## src/rtl/alu_pkg.sv

```systemverilog
// alu_pkg: shared widths, command encodings and operand-valid codes for alu_design
package alu_pkg;
    localparam int DW_DEF = 8;
    localparam int CW_DEF = 4;
    typedef enum logic [3:0] {
        ADD, SUB, ADD_CIN, SUB_CIN, INC_A, DEC_A, INC_B, DEC_B, CMP, MUL_INC, MUL_SHL
    } arith_cmd_e;
    typedef enum logic [3:0] {
        AND, NAND, OR, NOR, XOR, XNOR, NOT_A, NOT_B,
        SHR1_A, SHL1_A, SHR1_B, SHL1_B, ROL_A_B, ROR_A_B
    } logic_cmd_e;
    localparam logic [1:0] IV_NONE = 2'b00;
    localparam logic [1:0] IV_A    = 2'b01;
    localparam logic [1:0] IV_B    = 2'b10;
    localparam logic [1:0] IV_AB   = 2'b11;
endpackage

```

## src/rtl/alu_design.sv

```systemverilog
// alu_design: registered arithmetic/logical ALU with a two-stage multiply path
// Ports: CLK, RST (async, active-low), CE (clock enable), MODE (1 arith / 0 logic),
//        CMD (operation), INP_VALID ({B valid, A valid}), OPA/OPB (operands), CIN,
//        RES (zero-extended result), COUT, OFLOW (borrow), G/E/L (compare), ERR.
// CW must be at least 4; command bits above bit 3 must be zero for a legal command.
module alu_design
    import alu_pkg::*;
#(
    parameter int DW = DW_DEF,
    parameter int CW = CW_DEF
) (
    input  logic            CLK,
    input  logic            RST,
    input  logic            CE,
    input  logic            MODE,
    input  logic [CW-1:0]   CMD,
    input  logic [1:0]      INP_VALID,
    input  logic [DW-1:0]   OPA,
    input  logic [DW-1:0]   OPB,
    input  logic            CIN,
    output logic [2*DW-1:0] RES,
    output logic            COUT,
    output logic            OFLOW,
    output logic            G,
    output logic            E,
    output logic            L,
    output logic            ERR
);
    localparam int SW = $clog2(DW);
    localparam logic [DW:0] ONE = {{DW{1'b0}}, 1'b1};
    logic [3:0]      op;
    logic [DW:0]     a9, b9, c9, t, ma, mb, ma_q, mb_q;
    logic [DW-1:0]   r;
    logic [2*DW-1:0] p;
    logic [1:0]      need;
    logic            legal, cy, bw, g, e, l, mul, bad, mul_go, mul_pend;
    int              amt;
    assign op  = CMD[3:0];
    assign a9  = {1'b0, OPA};
    assign b9  = {1'b0, OPB};
    assign c9  = {{DW{1'b0}}, CIN};
    assign amt = int'(OPB[SW-1:0]);
    // Sums and differences are DW+1 wide so bit DW is the carry or the borrow.
    always_comb begin
        t = '0;
        r = '0;
        cy = 1'b0;
        bw = 1'b0;
        g = 1'b0;
        e = 1'b0;
        l = 1'b0;
        need = IV_AB;
        legal = 1'b1;
        mul = 1'b0;
        ma = '0;
        mb = '0;
        if (MODE) begin
            case (op)
                ADD:     begin t = a9 + b9; cy = t[DW]; end
                SUB:     begin t = a9 - b9; bw = t[DW]; end
                ADD_CIN: begin t = a9 + b9 + c9; cy = t[DW]; end
                SUB_CIN: begin t = a9 - b9 - c9; bw = t[DW]; end
                INC_A:   begin t = a9 + ONE; cy = t[DW]; need = IV_A; end
                DEC_A:   begin t = a9 - ONE; bw = t[DW]; need = IV_A; end
                INC_B:   begin t = b9 + ONE; cy = t[DW]; need = IV_B; end
                DEC_B:   begin t = b9 - ONE; bw = t[DW]; need = IV_B; end
                CMP:     begin g = OPA > OPB; e = OPA == OPB; l = OPA < OPB; end
                MUL_INC: begin mul = 1'b1; ma = a9 + ONE; mb = b9 + ONE; end
                MUL_SHL: begin mul = 1'b1; ma = {OPA, 1'b0}; mb = b9; end
                default: legal = 1'b0;
            endcase
            r = t[DW-1:0];
        end else begin
            case (op)
                AND:     r = OPA & OPB;
                NAND:    r = ~(OPA & OPB);
                OR:      r = OPA | OPB;
                NOR:     r = ~(OPA | OPB);
                XOR:     r = OPA ^ OPB;
                XNOR:    r = ~(OPA ^ OPB);
                NOT_A:   begin r = ~OPA; need = IV_A; end
                NOT_B:   begin r = ~OPB; need = IV_B; end
                SHR1_A:  begin r = OPA >> 1; need = IV_A; end
                SHL1_A:  begin r = OPA << 1; need = IV_A; end
                SHR1_B:  begin r = OPB >> 1; need = IV_B; end
                SHL1_B:  begin r = OPB << 1; need = IV_B; end
                ROL_A_B: begin r = (OPA << amt) | (OPA >> (DW - amt)); legal = ~|(OPB >> SW); end
                ROR_A_B: begin r = (OPA >> amt) | (OPA << (DW - amt)); legal = ~|(OPB >> SW); end
                default: legal = 1'b0;
            endcase
        end
    end
    assign bad    = !legal || |(CMD >> 4) || (INP_VALID & need) != need;
    assign mul_go = mul && !bad;
    assign p      = {{(DW-1){1'b0}}, ma_q} * {{(DW-1){1'b0}}, mb_q};
    // A sampled command always replaces a pending multiply; an idle edge lets it complete.
    always_ff @(posedge CLK or negedge RST) begin
        if (!RST) begin
            RES <= '0;
            COUT <= 1'b0;
            OFLOW <= 1'b0;
            G <= 1'b0;
            E <= 1'b0;
            L <= 1'b0;
            ERR <= 1'b0;
            mul_pend <= 1'b0;
            ma_q <= '0;
            mb_q <= '0;
        end else if (CE) begin
            if (INP_VALID != IV_NONE) begin
                mul_pend <= mul_go;
                ma_q <= ma;
                mb_q <= mb;
                if (!mul_go) begin
                    RES <= bad ? '0 : {{DW{1'b0}}, r};
                    COUT <= cy && !bad;
                    OFLOW <= bw && !bad;
                    G <= g && !bad;
                    E <= e && !bad;
                    L <= l && !bad;
                    ERR <= bad;
                end
            end else if (mul_pend) begin
                RES <= p;
                COUT <= 1'b0;
                OFLOW <= 1'b0;
                G <= 1'b0;
                E <= 1'b0;
                L <= 1'b0;
                ERR <= 1'b0;
                mul_pend <= 1'b0;
            end
        end
    end
endmodule

```

## config.mk

```make
export PLATFORM = sky130hd
export DESIGN_NAME = alu_design
export DESIGN_NICKNAME = d
export VERILOG_FILES = /design/src/rtl/alu_pkg.sv /design/src/rtl/alu_design.sv
export SDC_FILE = /design/constraint.sdc
export NUM_CORES = 1
export LEC_CHECK = 0
export BUFFER_PORTS_ARGS = -buffer_cell sky130_fd_sc_hd__buf_4
export CORE_AREA = 2 2 133 135
export CTS_BUF_LIST = sky130_fd_sc_hd__clkbuf_8 sky130_fd_sc_hd__clkbuf_16
export DETAILED_ROUTE_END_ITERATION = 10
export DIE_AREA = 0 0 135 137
export PLACE_DENSITY = 0.74
export SKIP_CTS_REPAIR_TIMING = 1
export SYNTH_ARGS = -nofsm -noshare
export SYNTH_HDL_FRONTEND = slang
export SYNTH_SLANG_ARGS = --single-unit
```

## constraint.sdc

```tcl
create_clock -name CLK -period 10.1 [get_ports CLK]
set_input_delay 2.02 -clock CLK [delete_from_list [all_inputs] [get_ports CLK]]
set_output_delay 2.02 -clock CLK [all_outputs]
set_load 0.05 [all_outputs]
```

=== Yosys cells after proc, flatten, opt, wreduce, memory -nomap -nowiden ===
Index checks and enable logic that the tools add are counted.

* Flip-flop bits (word level): 41
* Output and inout bits: 22
* Word-level logic and storage cells: 120

* $add $sub $neg: 9
* $mul: 1
* $lt $le $gt $ge: 2
* Eq/ne operators: 16
* Shift-type cells: 4
* Mux-type cells: 43
* Bitwise operators: 11
* Reductions and logical operators: 24

{| class="wikitable"
|+ Operators by type and width
! cell !! number
|-
| one-hot mux 8 bit (14 select lines) || 1
|-
| one-hot mux 8 bit (8 select lines) || 1
|-
| 2-to-1 mux 16 bit || 3
|-
| NOT 8 bit || 5
|-
| one-hot mux 9 bit (2 select lines) || 2
|-
| left shift 8 x 32 -> 8 bit || 1
|-
| right shift 8 x 32 -> 8 bit || 1
|-
| 2-to-1 mux 1 bit || 26
|-
| == test 4 bit, second input constant || 6
|-
| OR 8 bit || 3
|-
| adder 8 x 1 -> 9 bit, second input constant || 2
|-
| 2-to-1 mux 9 bit || 2
|-
| subtractor 8 x 1 -> 9 bit, second input constant || 2
|-
| == test 4 x 3 -> 1 bit, second input constant || 4
|-
| multiplier 9 x 9 -> 16 bit || 1
|-
| 2-to-1 mux 8 bit || 2
|-
| OR reduction 12 bit || 1
|-
| OR reduction 11 bit || 1
|-
| adder 8 x 8 -> 9 bit || 1
|-
| adder 9 x 1 -> 9 bit || 1
|-
| subtractor 8 x 8 -> 9 bit || 1
|-
| subtractor 9 x 1 -> 9 bit || 1
|-
| bitwise AND 8 bit || 1
|-
| == test 4 x 2 -> 1 bit, second input constant || 2
|-
| 25 further kinds || 39
|}

=== Longest topological paths before layout ===
Gate-level depths: netlist (run 1).

* Word-level depth: 11
* Mapped depth: 19
* Mapped depth without buffers: 18

=== Least setup slack after synthesis (run 1) ===
No wires, ideal clock.

* Path kind: input port to flip-flop
* Start point: in OPB[1]
* End point: reg RES[2]
* Setup time: 0.139 ns
* Arrival time: 4.475 ns
* Path slack: 5.486 ns
* Stages: 11
* Path buffers: 2
* Cell sequence: inv_1 > clkbuf_1 > ha_1 > buf_2 > xor2_4 > mux2_2 > a21oi_2 > o21ai_1 > a211o_1 > a2111oi_2 > a211oi_1

* Cells in the longest elaborated chain, start to end: 8

{| class="wikitable"
|+ Ends and longest elaborated chain
! what !! RTL line !! text
|-
| start, declared || alu_design.sv:19 || <nowiki>input logic [DW-1:0] OPB,</nowiki>
|-
| parallel branches: the longest is 4 deep, another holds subtractor 8 x 8 -> 9 bit || - ||
|-
| 2-to-1 mux 8 bit (*) || alu_design.sv:57 || <nowiki>if (MODE) begin</nowiki>
|-
| 2-to-1 mux 8 bit (*) || alu_design.sv:115 || <nowiki>RES <= bad ? '0 : {{DW{1'b0}}, r};</nowiki>
|-
| 2-to-1 mux 16 bit (*) || alu_design.sv:114 || <nowiki>if (!mul_go) begin</nowiki>
|-
| 2-to-1 mux 16 bit (*) || alu_design.sv:110 || <nowiki>if (INP_VALID != IV_NONE) begin</nowiki>
|-
| end signal, assigned || alu_design.sv:115 ||
|-
| end signal, assigned || alu_design.sv:124 || <nowiki>RES <= p;</nowiki>
|-
| end, declared || alu_design.sv:21 || <nowiki>output logic [2*DW-1:0] RES,</nowiki>
|}

Every way passes the cells marked *. The select of a mux whose other input is x is not followed.
A chain may end at the register's enable or synchronous reset.

=== Worst setup path after layout (run 1) ===
* Start point: in OPB[1]
* End point: reg RES[4]

The elaborated chain is that of the path after synthesis.

==> metrics.csv, run 1 <==
stage;metric;value;unit
run_status;status;finished clean;
critical_path;CP Max Fanout;24;
floorplan;DIE WIDTH;135;µm
clocking;CTS tree;yes;
clocking;CTS sink count;41;
layout;fillers;1655;
place;Inst Count DP;1265;
global_route;number of global-route vias before repair;8059;
global_route;GRT Total Usage;31.19;%
layout;Largest Register;RES;
synthesis;post-synthesis register bit count;41;
synthesis;synth top area cells;dfrtp_1, fa_1, ha_1;
floorplan;die area;18500;µm²
synthesis;Cell Area, Synth;8446;µm²
sta;unrepaired setup endpoints after global routing;false;
layout;Design Area, Final;8916;µm²
sta;Worst-Margin Slew;1.070;ns
synthesis;Synth top area share;12.15;%
clocking;Clk pin slew, worst setup/hold paths;0.06;ns
synthesis;leading area contributor after synthesis;dfrtp_1;
detailed_routing;via/cell ratio;6.503;
clocking;CTS root buffer;clkbuf_16;
detailed_routing;routed wl met2;12900;µm
detailed_routing;DR iter-0 viols;871;
critical_path;CP endpoint kind;flip-flop;
synthesis;sequential area share after synthesis;12.15;%
sta;Max Clk Rate;191.4;MHz
layout;layout cell share with drive strength beyond 1;9.542;%
detailed_routing;final wirelength;28540;µm
layout;Area growth, synth to finish;5.570;%
critical_path;CP Launch Type;input port;
power;maximum VDD drop;0.06020;mV
critical_path;worst path bufs/invs;2;
layout;ant diodes;0;
detailed_routing;WL met1;11560;µm
synthesis;most common flop cell mapped by yosys;dfrtp_1;
layout;biggest regs;RES x16, ma_q x9, mb_q x9;
critical_path;Crit Path Class;input port to flip-flop;
detailed_routing;Vias;8278;
clocking;Clock Latency Late Sink;0.30;ns
layout;Non-Filler Instances;1273;
layout;Largest register FFs;16;
sta;Max Slew Vio Count;0;
critical_path;WP data required;10.29;ns
place;GP Congestion;1.065;
synthesis;number of synthesized flops with an enable pin;0;
critical_path;crit-path max cell delay;0.96;ns
synthesis;Post-Syn Instances;1070;
sta;Final Skew;0.009386;ns
global_route;first-pass GRT wire length;44870;µm
detailed_routing;Remaining DRCs;0;
critical_path;slowest cell on the critical path;a2111oi_0;
detailed_routing;TritonRoute pass-1 iters;6;
place;dpl hpwl;21490;µm
critical_path;CP cell instances;buf_4 > inv_1 > ha_1 > xor2_4 > mux2i_1 > o21ai_0 > o2bb2ai_1 > a2111oi_0 > a311o_1 > a21oi_1;
global_route;total grt overflow;0;
detailed_routing;metal3 WL;2508;µm
power;power per cell area;78.34;nW/µm²
place;port bufs;48;
sta;fin crit share;51.73;%
sta;relative slew slack;26.81;%
global_route;largest net degree at the start of global routing;43;
synthesis;Post-synth top cells;inv_1, nand2_1, ha_1;
layout;fin nets;1189;
synthesis;Yosys cell types;89;
critical_path;Worst EP arrival;5.41;ns
sta;final setup vio count;0;
floorplan;core footprint;17060;µm²
floorplan;Top Ports;49;
sta;fin crit period;5.225;ns
clocking;CTS Buf Count;5;
synthesis;most frequent cell after synthesis;inv_1;
job;max_cap viols;0;
sta;Setup WS post-layout;4.875;ns
floorplan;Initial Utilization;49.52;%
power;Leakage;3.915;nW
detailed_routing;top layer used by detailed routing;met4;
floorplan;Die H;137;µm
clocking;H-tree depth;2;
synthesis;Yosys warning count;0;
clocking;Clock Tree Buf Depth;2;
worst_hold_path;Worst Hold Class;flip-flop to flip-flop;
global_route;initial antenna violation count;0;
detailed_routing;post-route ant nets;0;
floorplan;num rows;48;
place;worst slack, placed;4.708;ns
synthesis;Post-Syn Nets;1212;
critical_path;delay-heaviest family, CP;compound AO/OA/AOI/OAI gates;
synthesis;Avg Inst Size Synth;7.893;µm²
sta;total negative slack;0;ns
place;Post-Place Cell Area;8726;µm²
synthesis;asr flop ratio synth;100.0;%
detailed_routing;wire length per cell;22.42;µm
sta;final hold violation count;0;
[worst reg2reg max path, delay by kind of cell (launching register included)]
kind                     cells  cell delay (ns)
adder cells (fa/ha/maj)      5             2.46
flip-flops                   1             0.62
XOR/XNOR                     1             0.12
AO/OA/AOI/OAI                4             0.91
buffers and inverters        3             0.17
AND/OR/NAND/NOR              2             0.46
[worst paths after layout]
path,startpoint,endpoint,slack (ns),cells past startpoint
min,RES[8]$_DFFE_PN0P_,RES[8]$_DFFE_PN0P_,0.48,2
max in group asynchronous,RST,ma_q[7]$_DFFE_PN0P_,8.01,1
min in group asynchronous,RST,RES[9]$_DFFE_PN0P_,1.70,1
max,OPB[1],RES[4]$_DFFE_PN0P_,4.88,10
max reg2reg,ma_q[1]$_DFFE_PN0P_,RES[15]$_DFFE_PN0P_,5.26,15
min reg2reg,RES[8]$_DFFE_PN0P_,RES[8]$_DFFE_PN0P_,0.48,2
[cells by family (layout without fill, tap and decap cells)]
logic type / count (synthesis) / count (layout) / synth area share, %
flops: 41 / 41 / 12.15
simple gates: 354 / 354 / 21.79
fa+ha+maj: 115 / 115 / 21.57
xor+xnor: 55 / 55 / 6.015
mux: 45 / 45 / 6.667
compound gates: 267 / 267 / 22.33
buf+inv: 193 / 171 / 9.481
[cells in the final DEF (no fill, tap or decap), types with 6 or more instances in the layout]
| master | Yosys | routed |
|---|---|---|
| o211ai_1 | 15 | 15 |
| mux2i_1 | 24 | 24 |
| inv_1 | 109 | 109 |
| or3_1 | 8 | 8 |
| a21oi_1 | 42 | 42 |
| nand2b_1 | 10 | 10 |
| buf_4 | 7 | 49 |
| mux2_2 | 9 | 9 |
| o21ai_0 | 50 | 50 |
| fa_1 | 51 | 51 |
| o31ai_1 | 6 | 6 |
| ha_1 | 64 | 64 |
| nand4_1 | 9 | 9 |
| nor3_1 | 35 | 35 |
| a221oi_1 | 6 | 6 |
| xor2_1 | 8 | 8 |
| a22o_1 | 8 | 8 |
| nor4_1 | 9 | 9 |
| mux4_2 | 6 | 6 |
| o32ai_1 | 7 | 7 |
| and2_1 | 54 | 54 |
| and3_1 | 8 | 8 |
| a211oi_1 | 14 | 14 |
| nand2_1 | 91 | 91 |
| a22oi_1 | 15 | 15 |
| a31oi_1 | 10 | 10 |
| nor2_1 | 50 | 50 |
| o221ai_1 | 8 | 8 |
| nor2b_1 | 13 | 13 |
| o22ai_1 | 18 | 18 |
| dfrtp_1 | 41 | 41 |
| nand3_1 | 33 | 33 |
| xnor2_1 | 45 | 45 |
[cell type report]
cell class | count | area (µm²) | share of cell area [%]
multi-input cells | 836 | 6623 | 74.28
well taps | 225 | 281.5 | 3.157
clock buffers | 5 | 125.1 | 1.403
flip-flops and latches | 41 | 1026 | 11.51
inverters | 114 | 427.9 | 4.799
clock inverters | 3 | 65.06 | 0.7297
repair buffers | 49 | 367.9 | 4.126
[per-stage QoR]
step	utilization, %	hold slack, ns	total power [mW]
finish	52.27	0.4799	0.6985
global route	52.27	0.4914	0.7279
CTS	52.27	0.4840	0.6929
detailed placement	51.16	0.4659	0.4804
global placement	51.16	0.4652	0.4812
floorplan	-	0.4797	0.3954
[metal layers]
metal  track usage (%)  vias to the layer above
li1                  -                     3756
met1             40.94                     3936
met2             50.23                      487
met3             4.407                       99
met4             15.91                        0
met5                 0                        -
[where the power goes]
part	switching, mW	internal [mW]
combinational	0.203	0.105
sequential	0.00921	0.171
clock	0.0697	0.141
total	0.281	0.417
Note: power is estimated with default switching activity, not from simulation.
==> run 2, diff against run 1 <==
Settings changed: PLACE_DENSITY 0.74 to 0.77.
Clock period 10.1 ns to 4.4 ns, I/O delays scaled along.
==> metrics.csv, run 2 (synthesis results as in run 1) <==
stage;metric;value;unit;change
job;max_cap viols;0;;unchanged
layout;ant diodes;0;;unchanged
floorplan;Top Ports;49;;unchanged
power;power per cell area;161.3;nW/µm²;+110%
place;Post-Place Cell Area;9116;µm²;+4.5%
clocking;CTS root buffer;clkbuf_16;;
layout;storage element area;1039;µm²;+1.2%
detailed_routing;DR iter-0 viols;1010;;+16%
critical_path;Crit Path Class;flip-flop to flip-flop;;
critical_path;FF-to-FF path depth;17;;+2
floorplan;Initial Utilization;49.52;%;unchanged
global_route;first-pass GRT wire length;44640;µm;-0.51%
critical_path;CP cell instances;buf_6 > and2_1 > fa_1 > inv_1 > fa_1 > inv_2 > fa_1 > inv_2 > fa_1 > inv_2 > ha_4 > buf_4 > nand3_1 > o31ai_4 > o41ai_2 > xnor2_1 > a22o_1;;
sta;final hold violation count;0;;unchanged
global_route;number of global-route vias before repair;8101;;+0.52%
layout;Core Util, Final;55.52;%;+3.2 points
run_status;status;finished clean;;
critical_path;CP endpoint kind;flip-flop;;
sta;Max Clk Rate;232.0;MHz;
power;maximum VDD drop;0.1309;mV;+120%
sta;Max Slew Vio Count;0;;unchanged
critical_path;most used cell, CP;fa_1;;
clocking;CTS tree;yes;;
floorplan;DIE WIDTH;135;µm;unchanged
place;Inst Count DP;1317;;+4.1%
worst_hold_path;Worst Hold Class;flip-flop to flip-flop;;
layout;biggest regs;RES x16, ma_q x9, mb_q x9;;
critical_path;CP Max Fanout;5;;-79%
critical_path;CP Launch Type;flip-flop;;
layout;Largest register FFs;16;;unchanged
detailed_routing;via/cell ratio;6.429;;-1.1%
layout;most frequent cells in the layout;inv_1, buf_4, nand2_1;;
layout;Area growth, synth to finish;12.12;%;
layout;fin nets;1246;;+4.8%
critical_path;WP data required;4.58;ns;-5.71 ns
clocking;Clock Tree Buf Depth;2;;unchanged
global_route;GRT Total Usage;30.84;%;-0.34 points
sta;fin crit share;97.95;%;
global_route;total grt overflow;0;;unchanged
layout;Largest Register;RES;;
floorplan;Die H;137;µm;unchanged
detailed_routing;Vias;8550;;+3.3%
floorplan;core footprint;17060;µm²;unchanged
clocking;H-tree depth;2;;unchanged
power;Leakage;4.165;nW;+6.4%
layout;layout cell share with drive strength beyond 1;17.10;%;+7.6 points
clocking;CTS sink count;41;;unchanged
clocking;Clk pin slew, worst setup/hold paths;0.06;ns;about the same
sta;Worst-Margin Slew;1.063;ns;-0.007196 ns
place;dpl hpwl;22100;µm;+2.8%
floorplan;die area;18500;µm²;unchanged
sta;final setup vio count;0;;unchanged
clocking;CTS Buf Count;5;;unchanged
critical_path;crit-path max cell delay;0.56;ns;-0.40 ns
clocking;Clock Latency Late Sink;0.29;ns;about the same
layout;Multi-input gate area;6766;µm²;+2.2%
sta;Final Skew;0.006725;ns;-0.002661 ns
global_route;largest net degree at the start of global routing;43;;unchanged
place;port bufs;48;;unchanged
sta;unrepaired setup endpoints after global routing;true;;
critical_path;slowest cell on the critical path;fa_1;;
critical_path;Worst EP arrival;4.49;ns;-0.92 ns
worst_hold_path;WHS Path Cells;2;;unchanged
layout;Design Area, Final;9469;µm²;+6.2%
layout;most common cell after layout, fill and taps aside;inv_1;;
layout;Non-Filler Instances;1330;;+4.5%
global_route;initial antenna violation count;0;;unchanged
detailed_routing;Remaining DRCs;0;;unchanged
floorplan;num rows;48;;unchanged
layout;fillers;1576;;-4.8%
place;GP Congestion;1.072;;+0.68%
detailed_routing;TritonRoute pass-1 iters;6;;unchanged
sta;fin crit period;4.310;ns;
sta;relative slew slack;28.49;%;+1.7 points
detailed_routing;wire length per cell;21.71;µm;-3.2%
detailed_routing;post-route ant nets;0;;unchanged
detailed_routing;final wirelength;28870;µm;+1.2%
[run 2: cell count changes in the layout (fill, tap and decap cells not counted), sizes merged]
| cell | change |
|---|---|
| clkinv | -1 |
| bufinv | -2 |
| clkinvlp | +2 |
| buf | +57 |
| inv | +1 |
[run 2: power breakdown]
group	total, mW	switching [mW]	internal (mW)
clock	0.365	0.157	0.208
combinational	0.756	0.485	0.271
sequential	0.406	0.0135	0.393
[run 2: final timing paths]
path / from / end / slack (ns)
max in group asynchronous: RST / ma_q[8]$_DFFE_PN0P_ / 3.43
setup reg to reg: mb_q[5]$_DFFE_PN0P_ / RES[15]$_DFFE_PN0P_ / 0.09
hold reg to reg: COUT$_DFFE_PN0P_ / COUT$_DFFE_PN0P_ / 0.49
setup / recovery: mb_q[5]$_DFFE_PN0P_ / RES[15]$_DFFE_PN0P_ / 0.09
hold / removal: COUT$_DFFE_PN0P_ / COUT$_DFFE_PN0P_ / 0.49
min in group asynchronous: RST / RES[10]$_DFFE_PN0P_ / 0.57
[run 2: through the flow]
stage / TNS (ns) / worst slack, ns / power (mW) / hold WS, ns
after CTS: -0.1978 / -0.1018 / 1.498 / 0.4991
after floorplan: 0 / 0.01164 / 0.9079 / 0.4797
final: 0 / 0.09042 / 1.527 / 0.4932
after global routing: -0.1438 / -0.07466 / 1.590 / 0.5207
after detailed placement: -0.1198 / -0.07826 / 1.138 / 0.4847
after global placement: 0 / 0.01997 / 1.136 / 0.4721
[run 2: routing by layer]
layer | wire [µm] | GRT usage [%]
met1 | 11370 | 40.22
met2 | 13070 | 49.55
met3 | 2514 | 4.185
met4 | 1921 | 17.01
met5 | 0 | 0
[run 2: worst max-delay path, delay by kind of cell, from the launching register on]
kind,cells,cell delay (ns)
fa+ha+maj,5,2.31
compound gates,3,0.62
buf+inv,6,0.45
flops,1,0.42
simple gates,2,0.28
xor+xnor,1,0.13
[run 2: area by class of cell]
type	instances	area share (%)
Inverter	114	4.519
Multi-Input combinational cell	836	71.46
Timing Repair Buffer	106	8.562
Sequential cell	41	10.97
Clock inverter	3	0.1982
Tap cell	225	2.973
Clock buffer	5	1.321
